===== config.mk =====
export PLATFORM = sky130hd
export DESIGN_NAME = axil_csr_slave
export DESIGN_NICKNAME = d
export VERILOG_FILES = /design/src/rtl/axil_csr_slave.sv
export SDC_FILE = /design/constraint.sdc
export NUM_CORES = 1
export LEC_CHECK = 0
export CAP_MARGIN = 20
export CORE_ASPECT_RATIO = 0.75
export CORE_UTILIZATION = 44
export CTS_CLUSTER_DIAMETER = 100
export DETAILED_ROUTE_END_ITERATION = 8
export PLACE_DENSITY = 0.77
export SYNTH_ARGS = -nofsm -noshare
export SYNTH_HDL_FRONTEND = slang
export SYNTH_SLANG_ARGS = --single-unit
export TNS_END_PERCENT = 100

===== constraint.sdc =====
create_clock -name clk -period 1.65 [get_ports clk]
set_input_delay 0.2475 -clock clk [delete_from_list [all_inputs] [get_ports clk]]
set_output_delay 0.2475 -clock clk [all_outputs]
set_load 0.005 [all_outputs]

===== src/rtl/axil_csr_slave.sv =====
// rtl/axil_csr_slave.sv - AXI-Lite CSR slave: CTRL start pulse, STATUS readback, byte-enabled cfg registers
// Write address and data are latched independently and committed together one cycle later.
module axil_csr_slave #(
  parameter int ADDR_WIDTH     = 32,
  parameter int AXI_DATA_WIDTH = 32,
  parameter int NUM_REGS       = 8
) (
  input  logic                               clk,
  input  logic                               rst_n,
  input  logic [ADDR_WIDTH-1:0]              S_AXI_AWADDR,
  input  logic                               S_AXI_AWVALID,
  output logic                               S_AXI_AWREADY,
  input  logic [AXI_DATA_WIDTH-1:0]          S_AXI_WDATA,
  input  logic [AXI_DATA_WIDTH/8-1:0]        S_AXI_WSTRB,
  input  logic                               S_AXI_WVALID,
  output logic                               S_AXI_WREADY,
  output logic [1:0]                         S_AXI_BRESP,
  output logic                               S_AXI_BVALID,
  input  logic                               S_AXI_BREADY,
  input  logic [ADDR_WIDTH-1:0]              S_AXI_ARADDR,
  input  logic                               S_AXI_ARVALID,
  output logic                               S_AXI_ARREADY,
  output logic [AXI_DATA_WIDTH-1:0]          S_AXI_RDATA,
  output logic [1:0]                         S_AXI_RRESP,
  output logic                               S_AXI_RVALID,
  input  logic                               S_AXI_RREADY,
  output logic                               start_o,
  input  logic                               busy_i,
  input  logic                               done_i,
  output logic [(NUM_REGS-2)*AXI_DATA_WIDTH-1:0] cfg_o
);

  localparam int DW = AXI_DATA_WIDTH;
  localparam int SW = DW / 8;
  localparam int IW = $clog2(NUM_REGS);
  localparam int WW = ADDR_WIDTH - 2;
  localparam logic [1:0] RESP_OKAY   = 2'b00;
  localparam logic [1:0] RESP_SLVERR = 2'b10;

  logic                       active_q;
  logic                       aw_full_q, w_full_q;
  logic [WW-1:0]              awaddr_q;
  logic [DW-1:0]              wdata_q;
  logic [SW-1:0]              wstrb_q;
  logic                       bvalid_q;
  logic [1:0]                 bresp_q;
  logic                       rvalid_q;
  logic [1:0]                 rresp_q;
  logic [DW-1:0]              rdata_q;
  logic                       start_q;
  logic [(NUM_REGS-2)*DW-1:0] cfg_q, cfg_d;

  logic          aw_hs, w_hs, ar_hs, commit;
  logic [IW-1:0] wr_idx, rd_idx;
  logic          wr_valid, wr_ok, rd_valid;
  logic [WW-1:0] rd_word;
  logic [DW-1:0] rd_data_d;
  logic          unused_addr_lsbs;

  // Readiness is gated by a registered out-of-reset flag so READY never depends on an input.
  assign S_AXI_AWREADY = active_q && !aw_full_q && !bvalid_q;
  assign S_AXI_WREADY  = active_q && !w_full_q && !bvalid_q;
  assign S_AXI_ARREADY = active_q && !rvalid_q;

  assign aw_hs  = S_AXI_AWVALID && S_AXI_AWREADY;
  assign w_hs   = S_AXI_WVALID && S_AXI_WREADY;
  assign ar_hs  = S_AXI_ARVALID && S_AXI_ARREADY;
  assign commit = aw_full_q && w_full_q;

  assign wr_idx   = awaddr_q[IW-1:0];
  assign wr_valid = awaddr_q < WW'(NUM_REGS);
  assign wr_ok    = wr_valid && (wr_idx != IW'(1));

  assign rd_word  = S_AXI_ARADDR[ADDR_WIDTH-1:2];
  assign rd_idx   = rd_word[IW-1:0];
  assign rd_valid = rd_word < WW'(NUM_REGS);

  assign unused_addr_lsbs = &{1'b0, S_AXI_AWADDR[1:0], S_AXI_ARADDR[1:0]};

  always_comb begin
    rd_data_d = '0;
    if (rd_valid) begin
      if (rd_idx == IW'(1)) rd_data_d = {{(DW-2){1'b0}}, done_i, busy_i};
      for (int r = 2; r < NUM_REGS; r++) begin
        if (rd_idx == IW'(r)) rd_data_d = cfg_q[(r-2)*DW +: DW];
      end
    end
  end

  always_comb begin
    cfg_d = cfg_q;
    if (commit && wr_ok) begin
      for (int r = 2; r < NUM_REGS; r++) begin
        for (int b = 0; b < SW; b++) begin
          if (wr_idx == IW'(r) && wstrb_q[b]) cfg_d[(r-2)*DW + 8*b +: 8] = wdata_q[8*b +: 8];
        end
      end
    end
  end

  always_ff @(posedge clk) begin
    if (!rst_n) begin
      active_q  <= 1'b0;
      aw_full_q <= 1'b0;
      w_full_q  <= 1'b0;
      awaddr_q  <= '0;
      wdata_q   <= '0;
      wstrb_q   <= '0;
      bvalid_q  <= 1'b0;
      bresp_q   <= RESP_OKAY;
      rvalid_q  <= 1'b0;
      rresp_q   <= RESP_OKAY;
      rdata_q   <= '0;
      start_q   <= 1'b0;
      cfg_q     <= '0;
    end else begin
      active_q <= 1'b1;
      if (aw_hs) begin
        aw_full_q <= 1'b1;
        awaddr_q  <= S_AXI_AWADDR[ADDR_WIDTH-1:2];
      end
      if (w_hs) begin
        w_full_q <= 1'b1;
        wdata_q  <= S_AXI_WDATA;
        wstrb_q  <= S_AXI_WSTRB;
      end
      if (commit) begin
        aw_full_q <= 1'b0;
        w_full_q  <= 1'b0;
        bvalid_q  <= 1'b1;
        bresp_q   <= wr_ok ? RESP_OKAY : RESP_SLVERR;
      end else if (bvalid_q && S_AXI_BREADY) begin
        bvalid_q <= 1'b0;
      end
      start_q <= commit && wr_valid && (wr_idx == '0) && wstrb_q[0] && wdata_q[0];
      cfg_q   <= cfg_d;
      if (ar_hs) begin
        rvalid_q <= 1'b1;
        rdata_q  <= rd_data_d;
        rresp_q  <= rd_valid ? RESP_OKAY : RESP_SLVERR;
      end else if (rvalid_q && S_AXI_RREADY) begin
        rvalid_q <= 1'b0;
      end
    end
  end

  assign S_AXI_BVALID = bvalid_q;
  assign S_AXI_BRESP  = bresp_q;
  assign S_AXI_RVALID = rvalid_q;
  assign S_AXI_RRESP  = rresp_q;
  assign S_AXI_RDATA  = rdata_q;
  assign start_o      = start_q;
  assign cfg_o        = cfg_q;

endmodule


Yosys cells after proc, flatten, opt, wreduce, memory -nomap -nowiden --
Index checks and enable logic that the tools add are counted.
Word-level totals: input port bits 109, word-level logic and storage cells 141, register bits 300
Operators by class: order comparisons 2, equality and inequality tests 14, bitwise gates (word level) 1, reductions and logical operators 73, muxes and demuxes 15
Operators with widths (number):
- 32-bit two-way mux | 7
- 30-bit by 4-bit less-than comparator with 1-bit output, second input constant | 2
- 2-bit AND reduction | 24
- 1-bit logical AND | 41
- 3-bit == test, second input constant | 8
- 3-bit by 2-bit == test with 1-bit output, second input constant | 4
- 2-bit two-way mux | 3
- 1-bit two-way mux | 5
- 1-bit logical NOT | 4
- 2-bit nonzero test | 2
- 3-bit by 1-bit == test with 1-bit output, second input constant | 1
- 3-bit logical NOT | 1
- 3-bit by 1-bit != test with 1-bit output, second input constant | 1
- 2-bit OR reduction | 1
- 1-bit NOT | 1

Logic depth before layout (Yosys ltp) --
depth in word-level cells 9, depth in mapped cells 7

Least setup slack after synthesis --
Ideal clock, no wire load.
path type register to register, start reg awaddr_q[4], end reg cfg_q[56], in the netlist cfg_o[56], slack 0.123 ns, clock period less this slack 1.527 ns, data arrival time 1.404 ns, cell stages (with the launch flop) 7, required time 1.527 ns, path through dfxtp_1 -> nor4_2 -> and4_1 -> buf_6 -> buf_12 -> nand4_4 -> mux2i_1
On the way: cells in the longest elaborated chain, start to end 4
Ends and longest elaborated chain:
- start: declaration | line 42 | logic [WW-1:0] awaddr_q;
- start signal: assignment | line 120 | awaddr_q <= S_AXI_AWADDR[ADDR_WIDTH-1:2];
- 30-bit by 4-bit less-than comparator with 1-bit output | line 71 | assign wr_valid = awaddr_q < WW'(NUM_REGS);
- 1-bit logical AND | line 72 | assign wr_ok = wr_valid && (wr_idx != IW'(1));
- 1-bit logical AND | line 92 | if (commit && wr_ok) begin
- 2-bit AND reduction (no line)
- end signal: assignment | line 136 | cfg_q <= cfg_d;
- end: declaration | line 51 | logic [(NUM_REGS-2)*DW-1:0] cfg_q, cfg_d;
No other way between the ends. A chain may end at the register's enable or synchronous reset.

Final worst setup path --
start reg awaddr_q[29], end reg cfg_q[122], in the netlist cfg_o[122]
The elaborated chain is that of the path after synthesis.

==> flow_summary.json <==
{
  "drtIter0Drc": 851,
  "final_layout_size_suffix_gt1_share_pct": 23.1,
  "finalCritPeriodShare_pct": 113,
  "dr.pass1.iters": 5,
  "synth.distinct_cells": 50,
  "p_switching_mw": 3.77,
  "worstHoldStart": "rst_n",
  "drc_errors": 0,
  "cts_sinks": 298,
  "antenna_found_initial": 8,
  "start_util_pct": 45.1,
  "place.gp.congestion": 0.940,
  "seq_power_share_pct": 46.8,
  "internal-power_mw": 11.9,
  "combPwrFrac_pct": 10.1,
  "cp-start-kind": "flop",
  "final-setup-viol-count": 193,
  "slew_headroom_pct": 51.0,
  "cp_num_buf_inv": 2,
  "fp.dieW_um": 198,
  "status": "finished, violations left",
  "r2r_setup_slack_ns": -0.21,
  "avgRoutedWirePerCell_um": 20.8,
  "placed_area_um2": 17100,
  "synth_edf_count": 0,
  "grt_setup_unrepaired": "yes",
  "power_frac_clock_pct": 43.1,
  "cp-end-kind": "flop",
  "grt_max_degree": 134,
  "fin_area_um2": 18700,
  "arrival_ns": 2.32,
  "setup_tns_ns": -20.37,
  "crit_chain": "nor4_4 > and4_4 > buf_12 > buf_12 > nand4_4 > mux2i_1",
  "p_sw_share_pct": 24.0,
  "grt_pass1_wl_mm": 68.2,
  "r2r-start": "awaddr_q[29]",
  "r2r_end": "cfg_o[122]",
  "viasPerCell": 5.51,
  "clkTransAtPathRegs_ns": 0.06,
  "cts_buffers": 30,
  "crit_fanout": 8,
  "clock_tree.buffer_depth": 3,
  "dieArea_um2": 29600,
  "port_buffers": 336,
  "worst_pin_slew_ns": 0.733,
  "gr-usage-all-layers_pct": 30.1,
  "die_h_um": 149,
  "drt_wl_total_mm": 45.5,
  "ys_warn_count": 0,
  "power.leakage_nw": 9.55,
  "fin_skew_ns": 0.0264,
  "hold_path_depth": 2,
  "ctsHtreeMaxLevel": 1,
  "pin_count": 343,
  "powerDensity_nw_per_um2": 839,
  "finalMaxSlewViolations": 0,
  "hold_buffers": 0,
  "dp_hpwl_mm": 30.6,
  "timing.final.crit_period_ns": 1.86,
  "violations": "setup timing",
  "rows": 53,
  "fin_hold_ws_ns": 0.108,
  "hold_path.class": "primary input to flop",
  "power_mw": 15.7,
  "clk_latency_ns": 0.57,
  "ff2ff_path_depth": 6,
  "ant_nets": 0,
  "core-area_um2": 28200,
  "path_class": "flop to flop",
  "cp.required_ns": 2.12,
  "fmax_mhz": 539,
  "cp_slowest_cell": "dfxtp_2",
  "cp_slowest_stage_delay_ns": 0.33,
  "gr-total-overflow": 0,
  "fillers": 2295,
  "ys.flop_type": "dfxtp_1",
  "synthCells": 1374,
  "final_nets": 1889,
  "setup_ws_ns": -0.207,
  "synth_async_sr_flop_share_pct": 0,
  "vias": 12063,
  "synth_area_um2": 12700,
  "drv_cap": 0,
  "crit_family": "simple AND/OR/NAND/NOR gates",
  "synthToLayoutAreaGrowth_pct": 47.1,
  "grt_pass1_vias": 11747,
  "ys_seq_area_share_pct": 47.0,
  "hold_end": "active_q",
  "crit_path_frequent_cell": "buf_12",
  "hold_violations": 0,
  "synth.avg_cell_area_um2": 9.25,
  "tritoncts": "yes",
  "ir_drop_mv": 0.789,
  "clockRootBuffer": "clkbuf_16",
  "ys_ff_latch": 298
}
-- power by group through the flow --
| stage | Sequential, mW | Combinational [mW] | Clock, mW |
|---|---|---|---|
| floorplan | 7.48 | 0.721 | 0 |
| global placement | 7.49 | 1.39 | 0 |
| detailed placement | 7.49 | 1.41 | 0 |
| CTS | 7.33 | 1.56 | 6.82 |
| global route | 7.34 | 1.66 | 7.15 |
| finish | 7.34 | 1.58 | 6.75 |
-- through the flow --
step	setup WS [ns]	util [%]	cells
5_1_grt	-0.226	66.3	2189
4_1_cts	-0.185	65.9	2184
3_3_place_gp	-0.397	60.5	2079
3_5_place_dp	-0.417	60.5	2079
2_1_floorplan	0.123	-	1375
6_report	-0.207	66.3	2191
-- registers in the layout, indices dropped and copies added, names as in the netlist --
name          flops
S_AXI_RDATA      32
S_AXI_RVALID      1
wstrb_q           4
w_full_q          1
cfg_o           192
aw_full_q         1
S_AXI_BRESP       1
S_AXI_RRESP       1
wdata_q          32
active_q          1
awaddr_q         30
S_AXI_BVALID      1
start_o           1
-- layer usage --
| layer | up-vias | track usage (%) | share of wire (%) |
|---|---|---|---|
| met2 | 541 | 48.9 | 46 |
| met5 | - | 0 | 0.11 |
| met4 | 8 | 8.68 | 2.4 |
| met3 | 83 | 7.01 | 8.8 |
| li1 | 5578 | - | - |
| met1 | 5853 | 39.7 | 43 |
-- placed cells by master, fill, tap and decap left out, types with 12 or more instances in the layout --
cell | Yosys | layout
nand2_1 | 389 | 388
mux2i_1 | 208 | 207
dlygate4sd2_1 | 0 | 203
dfxtp_2 | 0 | 158
dfxtp_1 | 298 | 137
clkdlybuf4s50_1 | 0 | 102
a21oi_1 | 92 | 92
buf_4 | 11 | 80
o21ai_0 | 49 | 49
buf_12 | 3 | 38
clkbuf_16 | 0 | 30
a32o_1 | 25 | 25
dlymetal6s2s_1 | 0 | 24
nor2_1 | 24 | 23
nand4_4 | 20 | 21
o22ai_1 | 17 | 17
or2_2 | 16 | 16
inv_1 | 16 | 16
a21o_1 | 14 | 14
buf_6 | 3 | 12
-- worst max-delay path by stage --
stage / start / endpoint / depth (start not counted)
finish: awaddr_q[29] / cfg_o[122] / 6
global route: awaddr_q[11] / cfg_o[122] / 6
CTS: awaddr_q[20] / cfg_o[122] / 6
detailed placement: S_AXI_ARVALID / S_AXI_RDATA[30] / 4
global placement: S_AXI_ARVALID / S_AXI_RDATA[0] / 4
floorplan: awaddr_q[4] / cfg_o[56] / 6
-- cells by family after synthesis --
logic type,after synthesis,share of synthesized area (%)
AOI/OAI and AO/OA,236,11.6
other,1,0.0295
and+or+nand+nor,508,19.6
muxes,218,17.3
DFF,298,47.0
buffers and inverters,113,4.52
-- cell type report --
cell class / count / area [µm²] / area share (%)
Multi-Input combinational cell: 965 / 6300 / 33.7
Sequential cell: 298 / 6170 / 33.0
Timing Repair Buffer: 467 / 4680 / 25.1
Clock buffer: 43 / 850 / 4.55
Tap cell: 385 / 482 / 2.58
Clock inverter: 11 / 120 / 0.643
Inverter: 18 / 67.6 / 0.362
Antenna cell: 4 / 10.0 / 0.0536
-- worst reg2reg max path, stage by stage, from the launching register on --
cell     delay (ns)
dfxtp_2        0.33
nor4_4         0.30
and4_4         0.31
buf_12         0.15
buf_12         0.14
nand4_4        0.26
mux2i_1        0.27
-- cell usage after synthesis, drive strengths merged (12+ instances only) --
cell    instances  area [µm²]
o22ai          17         106
buf            41         304
nor4           12        81.3
or2            16         100
a32o           25         250
mux2i         208        2080
dfxtp         298        5970
clkbuf         54         203
nand4          23         450
o21ai          49         245
inv            17        63.8
nand2         389        1460
a21oi          92         460
nor2           25        96.4
a21o           14         105
-- timing repair --
item	in CTS	in global routing
pin swaps	19	16
setup endpoints to repair	455	220
resized for setup	396	44
setup buffers	48	5
cloned	3	0
(Power assumes the default switching activity.)
